<file path="config.mk">
export PLATFORM = sky130hd
export DESIGN_NAME = uart_rx
export DESIGN_NICKNAME = d
export VERILOG_FILES = /design/src/rtl/uart_rx.sv
export SDC_FILE = /design/constraint.sdc
export NUM_CORES = 1
export LEC_CHECK = 0
export BUFFER_PORTS_ARGS = -buffer_cell sky130_fd_sc_hd__buf_2
export CORE_ASPECT_RATIO = 0.75
export CORE_MARGIN = 1
export CORE_UTILIZATION = 53
export DETAILED_ROUTE_END_ITERATION = 8
export GPL_TIMING_DRIVEN = 0
export PLACE_DENSITY = 0.74
export SETUP_SLACK_MARGIN = 0.1
export SKIP_CTS_REPAIR_TIMING = 1
export SLEW_MARGIN = 40
export SYNTH_ARGS = -nofsm -noshare
export SYNTH_HDL_FRONTEND = slang
export SYNTH_SLANG_ARGS = --single-unit
export TNS_END_PERCENT = 30
</file>
<file path="constraint.sdc">
create_clock -name SYS_CLK -period 1.8 [get_ports SYS_CLK]
set_input_delay 0 -clock SYS_CLK [delete_from_list [all_inputs] [get_ports SYS_CLK]]
set_output_delay 0 -clock SYS_CLK [all_outputs]
set_load 0.01 [all_outputs]
</file>
<file path="src/rtl/uart_rx.sv">
// uart_rx: 8N1 receiver with a one-entry holding register, valid/read
// handshake and sticky framing/overrun flags.
//
//  state    | meaning
//  ---------+-------------------------------------------------------------
//  ST_IDLE  | line idle, waiting for a falling edge
//  ST_START | timing to mid start bit, then confirm it is still low
//  ST_DATA  | sampling 8 data bits, one per bit period, LSB first
//  ST_STOP  | sampling the stop bit; high loads the byte, low is an error
//  ST_BREAK | stop bit was low; wait for the line to return high
module uart_rx #(
   parameter int CLKS_PER_BIT = 434
) (
   input  logic       SYS_CLK,
   input  logic       rst_n,
   input  logic       ur_rx,
   output logic [7:0] rx_data,
   output logic       rx_valid,
   input  logic       rx_rd,
   output logic       rx_busy,
   output logic       frame_err,
   output logic       rx_ovr,
   input  logic       err_clr
);

   typedef enum logic [2:0] {
      ST_IDLE,
      ST_START,
      ST_DATA,
      ST_STOP,
      ST_BREAK
   } state_t;

   localparam logic [15:0] BIT_LAST  = 16'(CLKS_PER_BIT - 1);
   localparam logic [15:0] HALF_LAST = 16'(CLKS_PER_BIT / 2 - 1);

   logic       sync1;
   logic       sync2;
   logic       line_d;
   logic       line;
   logic [1:0] flush;
   logic       armed;
   logic       start_edge;

   state_t      state;
   state_t      state_nxt;
   logic [15:0] cnt;
   logic [2:0]  bit_cnt;
   logic [7:0]  shreg;

   logic reload;
   logic shift_en;
   logic load;
   logic ferr_set;

   assign line    = sync2;
   assign rx_busy = (state != ST_IDLE);

   // Two-flop synchroniser plus a delayed copy for falling-edge detection.
   always_ff @(posedge SYS_CLK or negedge rst_n) begin
      if (!rst_n) begin
         sync1  <= 1'b1;
         sync2  <= 1'b1;
         line_d <= 1'b1;
      end else begin
         sync1  <= ur_rx;
         sync2  <= sync1;
         line_d <= sync2;
      end
   end

   // The synchroniser resets to 1, so a pin held low through reset would look
   // like a falling edge once flushed. Arm start detection only after the
   // real pin level has been seen high.
   always_ff @(posedge SYS_CLK or negedge rst_n) begin
      if (!rst_n) begin
         flush <= 2'b00;
         armed <= 1'b0;
      end else begin
         flush <= {flush[0], 1'b1};
         if (flush[1] && line) begin
            armed <= 1'b1;
         end
      end
   end

   assign start_edge = armed && line_d && !line;

   // FSM state register.
   always_ff @(posedge SYS_CLK or negedge rst_n) begin
      if (!rst_n) begin
         state <= ST_IDLE;
      end else begin
         state <= state_nxt;
      end
   end

   // Next-state decode and per-cycle strobes; every transition reloads the timer.
   always_comb begin
      state_nxt = state;
      reload    = 1'b0;
      shift_en  = 1'b0;
      load      = 1'b0;
      ferr_set  = 1'b0;
      case (state)
         ST_IDLE: begin
            if (start_edge) begin
               state_nxt = ST_START;
               reload    = 1'b1;
            end
         end
         ST_START: begin
            if (cnt == HALF_LAST) begin
               reload    = 1'b1;
               state_nxt = line ? ST_IDLE : ST_DATA;
            end
         end
         ST_DATA: begin
            if (cnt == BIT_LAST) begin
               reload   = 1'b1;
               shift_en = 1'b1;
               if (bit_cnt == 3'd7) begin
                  state_nxt = ST_STOP;
               end
            end
         end
         ST_STOP: begin
            if (cnt == BIT_LAST) begin
               reload = 1'b1;
               if (line) begin
                  load      = 1'b1;
                  state_nxt = ST_IDLE;
               end else begin
                  ferr_set  = 1'b1;
                  state_nxt = ST_BREAK;
               end
            end
         end
         ST_BREAK: begin
            if (line) begin
               reload    = 1'b1;
               state_nxt = ST_IDLE;
            end
         end
         default: begin
            state_nxt = ST_IDLE;
            reload    = 1'b1;
         end
      endcase
   end

   // Bit-period timer; idles at its reload value while waiting for the line.
   always_ff @(posedge SYS_CLK or negedge rst_n) begin
      if (!rst_n) begin
         cnt <= 16'd0;
      end else if (reload) begin
         cnt <= 16'd0;
      end else if (state != ST_IDLE && state != ST_BREAK) begin
         cnt <= cnt + 16'd1;
      end
   end

   // Data-bit index and LSB-first shift register.
   always_ff @(posedge SYS_CLK or negedge rst_n) begin
      if (!rst_n) begin
         bit_cnt <= 3'd0;
         shreg   <= 8'h00;
      end else if (state == ST_START) begin
         bit_cnt <= 3'd0;
      end else if (shift_en) begin
         bit_cnt <= bit_cnt + 3'd1;
         shreg   <= {line, shreg[7:1]};
      end
   end

   // Holding register and handshake: a load always wins over a same-cycle read.
   always_ff @(posedge SYS_CLK or negedge rst_n) begin
      if (!rst_n) begin
         rx_data  <= 8'h00;
         rx_valid <= 1'b0;
      end else if (load) begin
         rx_data  <= shreg;
         rx_valid <= 1'b1;
      end else if (rx_rd) begin
         rx_valid <= 1'b0;
      end
   end

   // Sticky error flags: a set in the same cycle as err_clr keeps the flag high.
   always_ff @(posedge SYS_CLK or negedge rst_n) begin
      if (!rst_n) begin
         frame_err <= 1'b0;
         rx_ovr    <= 1'b0;
      end else begin
         if (ferr_set) begin
            frame_err <= 1'b1;
         end else if (err_clr) begin
            frame_err <= 1'b0;
         end
         if (load && rx_valid && !rx_rd) begin
            rx_ovr <= 1'b1;
         end else if (err_clr) begin
            rx_ovr <= 1'b0;
         end
      end
   end

endmodule

</file>
# Word-level counts from Yosys, hierarchy flattened
# Cells that the tools add are included.
[word_totals]
reg_bits = 47
latchBits = 0
mem_bits_rw = 0
rom_bits = 0
inputBits = 5
out_inout_bits = 12
wordCells = 77
mem_count = 0
[op_classes]
addsub = 2
multipliers = 0
div_mod_pow = 0
magnitude_cmp = 0
eq_ne = 14
shifts = 0
n_mux = 29
bitwise = 1
reduce_logical = 18
[ops]
columns = ["operator", "n"]
rows = [
  ["two-way mux 16 bit", 2],
  ["two-way mux 3 bit", 9],
  ["adder 16 x 1 -> 16 bit, second input constant", 1],
  ["== test 16 x 8 -> 1 bit, second input constant", 1],
  ["== test 16 x 9 -> 1 bit, second input constant", 1],
  ["two-way mux 1 bit", 15],
  ["one-hot mux 3 bit (5 select lines)", 1],
  ["!= test 2 bit, second input constant", 6],
  ["nonzero test 2 bit", 5],
  ["== test 3 x 2 -> 1 bit, second input constant", 2],
  ["== test 3 bit, second input constant", 2],
  ["logical AND 1 bit", 6],
  ["AND reduction 6 bit", 1],
  ["one-hot mux 1 bit (4 select lines)", 1],
  ["adder 3 x 1 -> 3 bit, second input constant", 1],
  ["== test 3 x 1 -> 1 bit, second input constant", 1],
  ["zero test 3 bit", 1],
  ["!= test 3 bit, second input constant", 1],
  ["nonzero test 3 bit", 1],
  ["zero test 1 bit", 2],
  ["two-way mux 2 bit", 1],
  ["AND reduction 2 bit", 1],
  ["OR reduction 2 bit", 1],
  ["inverter 1 bit", 1],
]

# Depth between registers and ports, before layout
# Gate-level depths: netlist (run 1).
[depth]
word_depth = 6
depth_mapped = 8
depth_no_buf = 6

# Worst setup path before layout (run 1)
# Ideal clock, no wire load.
[synth_timing]
kind = "register to register"
startpoint = "reg cnt[9]"
endpoint = "reg shreg[0]"
setup_time_ps = 125
arrival_ps = 1783
t_required_ps = 1675
slack_ps = -108
stages_incl_launch_ff = 5
path_buffers = 0
period_less_slack_ps = 1908
cell_sequence = "dfrtp_1 -> nor4_2 -> nand4_2 -> nor3_4 -> mux2_4"
[synth_between]
elab_chain_len = 4
[synth_lines]
columns = ["element", "line_no", "source"]
rows = [
  ["start: declaration", "47", "logic [15:0] cnt;"],
  ["start signal: assignment", "159", "cnt <= cnt + 16'd1;"],
  ["== test 16 x 9 -> 1 bit", "119", "if (cnt == BIT_LAST) begin"],
  ["two-way mux 1 bit", "119", ""],
  ["two-way mux 1 bit", "105", "case (state)"],
  ["AND reduction 2 bit (no source line)", "-", ""],
  ["end signal: assignment", "172", "shreg <= {line, shreg[7:1]};"],
  ["end: declaration", "49", "logic [7:0] shreg;"],
]
# No other way between the ends.
# A chain may end at the register's enable or synchronous reset.

# Final worst setup path (run 1)
[layout_timing]
startpoint = "reg state[0]"
endpoint = "reg cnt[13]"
[layout_between]
elab_chain_len = 4
elab_cells_between_ends = 12
classes_between = "eq/ne (5); mux (2); reduce/logical (5)"
[layout_lines]
columns = ["element", "line_no", "source"]
rows = [
  ["start: declaration", "45", "state_t state;"],
  ["start signal: assignment", "94", "state <= state_nxt;"],
  ["== test 3 x 2 -> 1 bit", "105", ""],
  ["OR reduction 2 bit (no source line)", "-", ""],
  ["one-hot mux 1 bit (4 select lines)", "105", ""],
  ["two-way mux 16 bit / nonzero test 2 bit (equally long branches)", "-", ""],
]
# Several ways; a longest one is shown, not always the timed one.

==> impl_metrics.yaml, run 1 <==
global_route:
  grt_antenna_before_repair: 0
  grt_pass1_vias: 1629
  globalRouteTotalUtil: 0.218
  grt_first_pass_wirelength_mm: 7.58
  global_route.overflow_total: 0
  grt_max_degree: 48
floorplanning:
  io-pin-count: 17
  starting_density: 0.563
  core_footprint_mm2: 0.00410
  die_wd_um: 78.2
  core.rowCount: 20
  fp.dieArea_mm2: 0.00463
  die-height_um: 59.2
clock_network:
  clk_buf_depth: 2
  htree_num_levels: 2
  source_to_sink_clock_delay_at_the_later_pin_of_the_worst_skew_pair_ns: 0.30
  numCtsBuffers: 5
  cts.reportedPaths.clkPinSlew_ns: 0.09
  root_buffer: "sky130_fd_sc_hd__clkbuf_8"
  tritoncts_clock_tree: "yes"
  clock-sinks: 47
power_and_ir_drop:
  power.density_mw_per_mm2: 977
  totalPowerFinal_uw: 2900
  power.ir.vdd_worst_v: 0.000777
  static-leakage-power_uw: 0.00134
drt:
  route.detailed.drc: 0
  vias: 1747
  drt.antenna.violating_nets: 0
  finalWirelength_mm: 5.29
  drt_iter0_markers: 107
  via_per_inst: 5.94
  drt_first_pass_iters: 4
  routedWlPerCell_um: 18.0
timing:
  period_share: 1.07
  setup_tns_ns: -1.72
  final-hold-violation-count: 0
  worst_pin_slew_ns: 0.574
  skew_ns: 0.00839
  grt_setup_unrepaired: "yes"
  setup-violations-final: 31
  slew_headroom: 0.618
  worst_slack_ns: -0.121
  hold-worst-slack_ns: 0.00716
  max_freq_mhz: 521
  final.min_clock_period_ns: 1.92
  timing.final.max_slew_violations: 0
synth:
  share_of_synthesized_flip_flops_with_an_asynchronous_set_or_reset: 1.00
  synth.ff_latch_count: 47
  syn_area_per_cell_um2: 12.0
  synth_area_mm2: 0.00231
  syn-instance-count: 193
  yosysTopAreaCellShare: 0.476
  ys_warn_count: 0
  yosysTopAreaCell: "sky130_fd_sc_hd__dfrtp_1"
  synthFlopType: "sky130_fd_sc_hd__dfrtp_1"
  seq_area_frac_synth: 0.511
  post_synth_edffs: 0
  synth.area.top_cells: "sky130_fd_sc_hd__dfrtp_1 (48%), sky130_fd_sc_hd__mux2_4 (5.2%), sky130_fd_sc_hd__mux2_1 (3.9%)"
  post_synth_most_frequent_cells: "sky130_fd_sc_hd__dfrtp_1 (44), sky130_fd_sc_hd__nor3_1 (15), sky130_fd_sc_hd__nand2_1 (11)"
  synth.distinct_cells: 53
  syn-num-nets: 203
  yosysMostFrequentCell: "sky130_fd_sc_hd__dfrtp_1"
layout:
  num-fill-cells: 272
  multi_input_comb_area_mm2: 0.00124
  finalNetCount: 248
  final_cell_count_no_fill: 294
  syn_to_final_growth_pct: 28.4
  regArea_mm2: 0.00119
  diodes: 0
  drive_above_1_share: 0.431
critical_path:
  crit_fanout: 10
  crit_buf_inv: 1
  timing.critical_path.to_type: "register"
  worst_path_max_delay_cell: "sky130_fd_sc_hd__or4_4"
  cp_top_family: "simple AND/OR/NAND/NOR gates"
  timing.critical_path.arrival_ns: 2.13
  critical_path_class: "register to register"
  worstSetupStartpointType: "register"
  cp_slowest_stage_delay_ns: 0.48
  cp_cell_sequence: "buf_12 -> o2111ai_4 -> or4_4 -> or3_1 -> a211oi_2"
  worst_ep_required_time_ns: 2.01
hold_path:
  class_of_the_tightest_hold_or_removal_check: "input port to register"
placement:
  gp_congestion: 0.817
  portBuffers: 16
  dp_hpwl_mm: 3.23
  placed_cells_incl_taps: 264
  dp_worst_setup_slack_ns: -0.411
status:
  violations_in_the_final_reports: "setup timing"
  outcome: "finished with violations"
run:
  max-cap-violations: 0
[state kept, by name, indices dropped and copies added (netlist names), 2 cells and up]
| register | cells |
|---|---|
| bit_cnt | 3 |
| cnt | 16 |
| flush | 2 |
| rx_data | 8 |
| shreg | 8 |
| state | 3 |
[tightest hold or removal path: cells and delay by family]
kind / cells / cell delay [ns]
AND/OR/NAND/NOR: 2 / 0.19
buffers and inverters: 1 / 0.08
[per-layer routing]
layer | up-vias | GRT usage | wire length, µm
met2 | 63 | 0.356 | 2720
met5 | - | 0 | 0
met3 | 6 | 0.0508 | 252
li1 | 796 | - | -
met1 | 882 | 0.286 | 2270
met4 | 0 | 0.0847 | 46
[per-stage QoR]
stage / instance area [µm²] / utilization
after floorplan: 2350 / -
after global placement: 2500 / 0.608
after detailed placement: 2500 / 0.609
after CTS: 2590 / 0.630
after global routing: 2970 / 0.723
final: 2970 / 0.723
[cell usage in the layout, fill, tap and decap left out, types with 4 or more instances in the layout]
cell	n
sky130_fd_sc_hd__xor2_1	6
sky130_fd_sc_hd__nor3_1	15
sky130_fd_sc_hd__buf_2	15
sky130_fd_sc_hd__clkbuf_8	6
sky130_fd_sc_hd__buf_6	6
sky130_fd_sc_hd__nand2_1	10
sky130_fd_sc_hd__dfrtp_1	35
sky130_fd_sc_hd__inv_1	6
sky130_fd_sc_hd__or3_1	4
sky130_fd_sc_hd__dfrtp_2	9
sky130_fd_sc_hd__a211oi_2	4
sky130_fd_sc_hd__xnor2_1	5
sky130_fd_sc_hd__mux2_4	13
sky130_fd_sc_hd__nand4_4	4
sky130_fd_sc_hd__nand3_1	4
sky130_fd_sc_hd__buf_4	15
[worst paths after layout]
| check | start | endpoint | slack [ns] | cells after the start |
|---|---|---|---|---|
| worst max-delay path | state[0] | cnt[13] | -0.12 | 5 |
| worst min-delay path | rx_rd | rx_valid | 0.007 | 3 |
| worst max register to register | state[0] | cnt[13] | -0.12 | 5 |
| worst min register to register | sync1 | line | 0.36 | 0 |
| max in group asynchronous | rst_n | cnt[9] | 1.14 | 2 |
| min in group asynchronous | rst_n | cnt[4] | 0.22 | 2 |
[cell families (layout without fill, tap and decap cells)]
logic type,count (synthesis),after routing,synth area share
AO/OA/AOI/OAI,24,24,0.0801
AND/OR/NAND/NOR,69,70,0.205
adder cells (fa/ha/maj),5,5,0.0271
flip-flops,47,47,0.511
multiplexers,19,19,0.104
other,1,1,0.00162
XOR/XNOR,11,11,0.0417
buffers and inverters,17,62,0.0303
[final cells by class]
class	instances	area share
inverters	7	0.00885
repair buffers	38	0.0923
clock buffers	5	0.0232
multi-input cells	130	0.417
plain buffers	9	0.0274
flip-flops and latches	47	0.401
clock inverters	3	0.00675
well taps	55	0.0232
[power by group]
| group | switching, µW | internal (µW) |
|---|---|---|
| clock network | 362 | 271 |
| registers | 156 | 1160 |
| logic | 513 | 438 |
| total | 1030 | 1870 |
Note: power is estimated with default switching activity, not from simulation.
==> run 2: changes to the inputs <==
==> constraint.sdc (replaced) <==
create_clock -name SYS_CLK -period 1.6 [get_ports SYS_CLK]
set_input_delay 0 -clock SYS_CLK [delete_from_list [all_inputs] [get_ports SYS_CLK]]
set_output_delay 0 -clock SYS_CLK [all_outputs]
set_load 0.01 [all_outputs]
==> run 2 against run 1 <==
Against the previous run:
- the run still ends with setup timing left
- sequential power rose by 11%
- sequential share of layout area grew 0.10 points
- worst hold slack improved by 0.22 ns
- clock-buffer cell count is the same
- critical path depth rose by 1
- clock skew rose by 0.0020 ns
- worst setup slack worse by 0.27 ns
- highest routed layer unchanged
==> impl_metrics.yaml, run 2 (same netlist as run 1, synthesis figures left out) <==
status:
  outcome: "finished with violations"
  violations_in_the_final_reports: "setup timing"
placement:
  gp_congestion: 0.823
  portBuffers: 16
  dp_hpwl_mm: 3.17
layout:
  diodes: 0
  drive_above_1_share: 0.406
  syn_to_final_growth_pct: 27.8
  multi_input_comb_area_mm2: 0.00121
  mostFrequentLayoutCells: "sky130_fd_sc_hd__dfrtp_1 (37), sky130_fd_sc_hd__buf_4 (17), sky130_fd_sc_hd__buf_2 (16)"
  num-fill-cells: 282
  largest_register_ff_count: 16
  largestRegisters: "cnt x16, rx_data x8, shreg x8"
  finalNetCount: 248
  mostFrequentLayoutCell: "sky130_fd_sc_hd__dfrtp_1"
  regMostFlops: "cnt"
  regArea_mm2: 0.00119
global_route:
  grt_first_pass_wirelength_mm: 7.43
  grt_util_met3: 0.0431
  grt_antenna_before_repair: 0
  global_route.overflow_total: 0
  grt_pass1_vias: 1504
  grt_max_degree: 48
  grt_util_met2: 0.346
  grt_util_met1: 0.290
  globalRoute.busiestLayer: "met2"
  globalRouteTotalUtil: 0.211
floorplanning:
  die_wd_um: 78.2
  core.rowCount: 20
  io-pin-count: 17
  die-height_um: 59.2
  core_footprint_mm2: 0.00410
  starting_density: 0.563
  fp.dieArea_mm2: 0.00463
critical_path:
  worst_r2r_startpoint: "cnt[9]"
  worstSetupStartpointType: "register"
  worst_ep_required_time_ns: 1.79
  critical_path_class: "register to register"
  rrSetupSlack_ns: -0.39
  reg2regPathDepth: 6
  regToRegEndpoint: "shreg[0]"
  timing.critical_path.to_type: "register"
  crit_fanout: 9
  timing.critical_path.arrival_ns: 2.18
power_and_ir_drop:
  static-leakage-power_uw: 0.00136
  total_switching_power_uw: 1170
  power.switching_fraction: 0.343
  internal-power_uw: 2250
  clockPowerShare: 0.259
  power.density_mw_per_mm2: 1160
  power.ir.vdd_worst_v: 0.000722
  power_frac_seq: 0.429
  comb_power_share: 0.312
run:
  max-cap-violations: 0
clock_network:
  tritoncts_clock_tree: "yes"
  numCtsBuffers: 5
  cts.reportedPaths.clkPinSlew_ns: 0.09
  clk_buf_depth: 2
  clock-sinks: 47
  source_to_sink_clock_delay_at_the_later_pin_of_the_worst_skew_pair_ns: 0.30
  htree_num_levels: 2
  root_buffer: "sky130_fd_sc_hd__clkbuf_8"
drt:
  vias: 1705
  drt_first_pass_iters: 4
  drt.antenna.violating_nets: 0
  finalWirelength_mm: 4.99
  routedWlPerCell_um: 17.0
  route.detailed.drc: 0
  via_per_inst: 5.80
  drt_iter0_markers: 100
timing:
  setup-violations-final: 40
  timing.final.max_slew_violations: 0
  period_share: 1.24
  final-hold-violation-count: 0
  setup_tns_ns: -11.05
  worst_slack_ns: -0.387
  final.min_clock_period_ns: 1.99
  skew_ns: 0.0104
  slew_headroom: 0.619
  max_freq_mhz: 503
  grt_setup_unrepaired: "yes"
  worst_pin_slew_ns: 0.572
  hold-worst-slack_ns: 0.224
hold_path:
  class_of_the_tightest_hold_or_removal_check: "input port to asynchronous set/reset pin"
## run 2: worst max-delay path by stage
| stage | from | endpoint | slack [ns] | cells past startpoint |
|---|---|---|---|---|
| CTS | cnt[12] | shreg[7] | -0.60 | 4 |
| global placement | cnt[12] | shreg[0] | -0.51 | 4 |
| floorplan | cnt[12] | shreg[0] | -0.28 | 4 |
| detailed placement | cnt[12] | shreg[2] | -0.58 | 4 |
| finish | cnt[9] | shreg[0] | -0.39 | 6 |
| global route | cnt[9] | shreg[2] | -0.45 | 6 |
## run 2: power groups by stage
stage | registers [µW] | logic (µW) | clock network [µW]
finish | 1470 | 1070 | 887
global route | 1490 | 1140 | 964
CTS | 1420 | 856 | 911
detailed placement | 1440 | 849 | 0
global placement | 1430 | 813 | 0
floorplan | 1410 | 669 | 0
## run 2: final cells by class
cell class,count,share of cell area
Multi-Input combinational cell,130,0.409
Sequential cell,47,0.402
Timing Repair Buffer,37,0.0902
Buffer,10,0.0271
Clock buffer,5,0.0233
Tap cell,55,0.0233
Clock inverter,3,0.0157
Inverter,7,0.00889
## run 2: per-layer routing
layer / part of all wire / wire length (µm)
met1: 0.44 / 2220
met2: 0.50 / 2520
met3: 0.035 / 175
met4: 0.015 / 74
met5: 0 / 0
## run 2: through the flow
| step | power, µW | utilization | instance area [µm²] | cells | setup WS, ns |
|---|---|---|---|---|---|
| after floorplan | 2080 | - | 2400 | 193 | -0.276 |
| after detailed placement | 2290 | 0.621 | 2550 | 264 | -0.576 |
| after global placement | 2250 | 0.620 | 2540 | 264 | -0.510 |
| final | 3430 | 0.720 | 2950 | 294 | -0.387 |
| after global routing | 3600 | 0.720 | 2950 | 294 | -0.452 |
| after CTS | 3180 | 0.649 | 2660 | 272 | -0.602 |
## run 2: critical path: stages, from the launching register on
cell,delay (ns)
sky130_fd_sc_hd__dfrtp_2,0.46
sky130_fd_sc_hd__nor4_4,0.37
sky130_fd_sc_hd__buf_4,0.19
sky130_fd_sc_hd__nand4_2,0.13
sky130_fd_sc_hd__nor3_4,0.25
sky130_fd_sc_hd__buf_12,0.17
sky130_fd_sc_hd__mux2_4,0.30
==> run 3: changes to the inputs <==
--- a/config.mk
+++ b/config.mk
@@ -10,11 +10,8 @@
 export CORE_MARGIN = 1
 export CORE_UTILIZATION = 53
 export DETAILED_ROUTE_END_ITERATION = 8
-export GPL_TIMING_DRIVEN = 0
 export PLACE_DENSITY = 0.74
-export SETUP_SLACK_MARGIN = 0.1
 export SKIP_CTS_REPAIR_TIMING = 1
-export SLEW_MARGIN = 40
 export SYNTH_ARGS = -nofsm -noshare
 export SYNTH_HDL_FRONTEND = slang
 export SYNTH_SLANG_ARGS = --single-unit
==> run 3 against run 2 <==
Against the previous run:
- the run still ends with setup timing left
- combinational power up 9%
- critical path depth up 1
- first-iteration DRC count down 36%
- clock-buffer cell count unchanged
- global-route usage up 3.1 points
- non-clock buffer count up 14
- largest cell class is now sequential cells
- highest routed layer unchanged
==> impl_metrics.yaml, run 3 (same netlist as run 1, synthesis figures left out) <==
placement:
  placement.cell_area_mm2: 0.00277
  placed_cells_incl_taps: 292
  portBuffers: 16
  gp_congestion: 0.877
  dp_hpwl_mm: 3.64
layout:
  drive_above_1_share: 0.387
  regMostFlops: "cnt"
  diodes: 0
  mostFrequentLayoutCells: "sky130_fd_sc_hd__dfrtp_1 (43), sky130_fd_sc_hd__buf_4 (36), sky130_fd_sc_hd__buf_2 (16)"
  mostFrequentLayoutCell: "sky130_fd_sc_hd__dfrtp_1"
  largest_register_ff_count: 16
  largestRegisters: "cnt x16, rx_data x8, shreg x8"
  final_cell_count_no_fill: 308
  final_design_area_no_fill_mm2: 0.00300
  finalNetCount: 262
  syn_to_final_growth_pct: 29.9
global_route:
  globalRouteTotalUtil: 0.243
  grt_util_met1: 0.325
  grt_antenna_before_repair: 0
  grt_pass1_vias: 1689
  grt_first_pass_wirelength_mm: 8.27
  globalRoute.busiestLayer: "met2"
  global_route.overflow_total: 0
  grt_util_met3: 0.0692
  grt_util_met2: 0.400
  grt_max_degree: 27
clock_network:
  htree_num_levels: 2
  root_buffer: "sky130_fd_sc_hd__clkbuf_8"
  tritoncts_clock_tree: "yes"
  cts.reportedPaths.clkPinSlew_ns: 0.09
  numCtsBuffers: 5
  source_to_sink_clock_delay_at_the_later_pin_of_the_worst_skew_pair_ns: 0.30
  clock-sinks: 47
  clk_buf_depth: 2
critical_path:
  rrSetupSlack_ns: -0.29
  worst_path_max_delay_cell: "sky130_fd_sc_hd__dfrtp_1"
  critical_path_class: "register to register"
  worst_r2r_startpoint: "cnt[0]"
  cp_cell_sequence: "buf_4 -> ha_1 -> and3b_1 -> and4_4 -> buf_4 -> a32o_1 -> a32o_1"
  cp_slowest_stage_delay_ns: 0.43
  worst_ep_required_time_ns: 1.80
  regToRegEndpoint: "bit_cnt[2]"
  endpoint: "bit_cnt[2]"
  worstSetupStartpointType: "register"
  timing.critical_path.to_type: "register"
  crit_fanout: 4
  timing.critical_path.arrival_ns: 2.09
  worst_setup_path_startpoint: "cnt[0]"
  reg2regPathDepth: 7
drt:
  routedWlPerCell_um: 17.5
  drt_first_pass_iters: 5
  route.detailed.drc: 0
  drt.antenna.violating_nets: 0
  drt_iter0_markers: 64
  via_per_inst: 5.65
  finalWirelength_mm: 5.39
  vias: 1740
timing:
  setup_tns_ns: -8.11
  final.min_clock_period_ns: 1.89
  max_freq_mhz: 529
  grt_setup_unrepaired: "yes"
  worst_pin_slew_ns: 0.515
  timing.final.max_slew_violations: 0
  final-hold-violation-count: 0
  skew_ns: 0.00543
  hold-worst-slack_ns: 0.199
  period_share: 1.18
  slew_headroom: 0.656
  worst_slack_ns: -0.289
  setup-violations-final: 41
floorplanning:
  starting_density: 0.563
  die-height_um: 59.2
  core_footprint_mm2: 0.00410
  io-pin-count: 17
  die_wd_um: 78.2
  core.rowCount: 20
  fp.dieArea_mm2: 0.00463
power_and_ir_drop:
  power.density_mw_per_mm2: 1160
  power.ir.vdd_worst_v: 0.000730
  totalPowerFinal_uw: 3470
  static-leakage-power_uw: 0.00145
hold_path:
  class_of_the_tightest_hold_or_removal_check: "input port to asynchronous set/reset pin"
status:
  violations_in_the_final_reports: "setup timing"
  outcome: "finished with violations"
run:
  max-cap-violations: 0
==> run 3: cell types whose count changed in the layout (fill, tap and decap cells not counted), sizes merged <==
cell / change
buf: +20
clkbuf: -6
clkinv: +2
clkinvlp: -1
inv: -1
==> run 3: routing by layer <==
metal	part of all wire	wire length, µm	vias to the layer above
met2	0.48	2610	47
li1	-	-	831
met3	0.035	190	5
met4	0.011	61	0
met1	0.47	2530	857
met5	0	0	-
==> run 3: how the worst min path moves through the flow <==
stage          start          to  slack (ns)  depth (start not counted)
2_1_floorplan  rst_n       armed       -0.30                          0
3_3_place_gp   rst_n      cnt[1]      -0.007                          1
3_5_place_dp   rst_n      cnt[1]       0.003                          1
4_1_cts        rst_n  rx_data[5]       -0.33                          1
5_1_grt        rst_n  rx_data[5]        0.24                          2
6_report       rst_n  rx_data[5]        0.20                          2
==> run 3: metrics by stage <==
stage	setup WS [ns]	util
3_5_place_dp	-0.303	0.674
6_report	-0.289	0.731
5_1_grt	-0.350	0.731
3_3_place_gp	-0.241	0.674
2_1_floorplan	-0.277	-
4_1_cts	-0.331	0.702
==> run 3: final cells by class <==
type                            instances  area [µm²]
Multi-Input combinational cell        130        1140
Clock buffer                            5        68.8
Timing Repair Buffer                   61         473
Sequential cell                        47        1180
Fill cell                             277        1100
Inverter                                7        26.3
Tap cell                               55        68.8
Clock inverter                          3        43.8
==> run 3: where the power goes <==
group / internal (µW) / switching [µW]
Sequential: 1300 / 128
Clock: 465 / 411
Combinational: 587 / 582
Total: 2350 / 1120
==> run 3: critical path, delay by kind of cell, from the launching register on <==
kind | cells | cell delay [ns]
flops | 1 | 0.43
buf+inv | 2 | 0.30
simple gates | 2 | 0.40
compound gates | 2 | 0.45
fa+ha+maj | 1 | 0.21
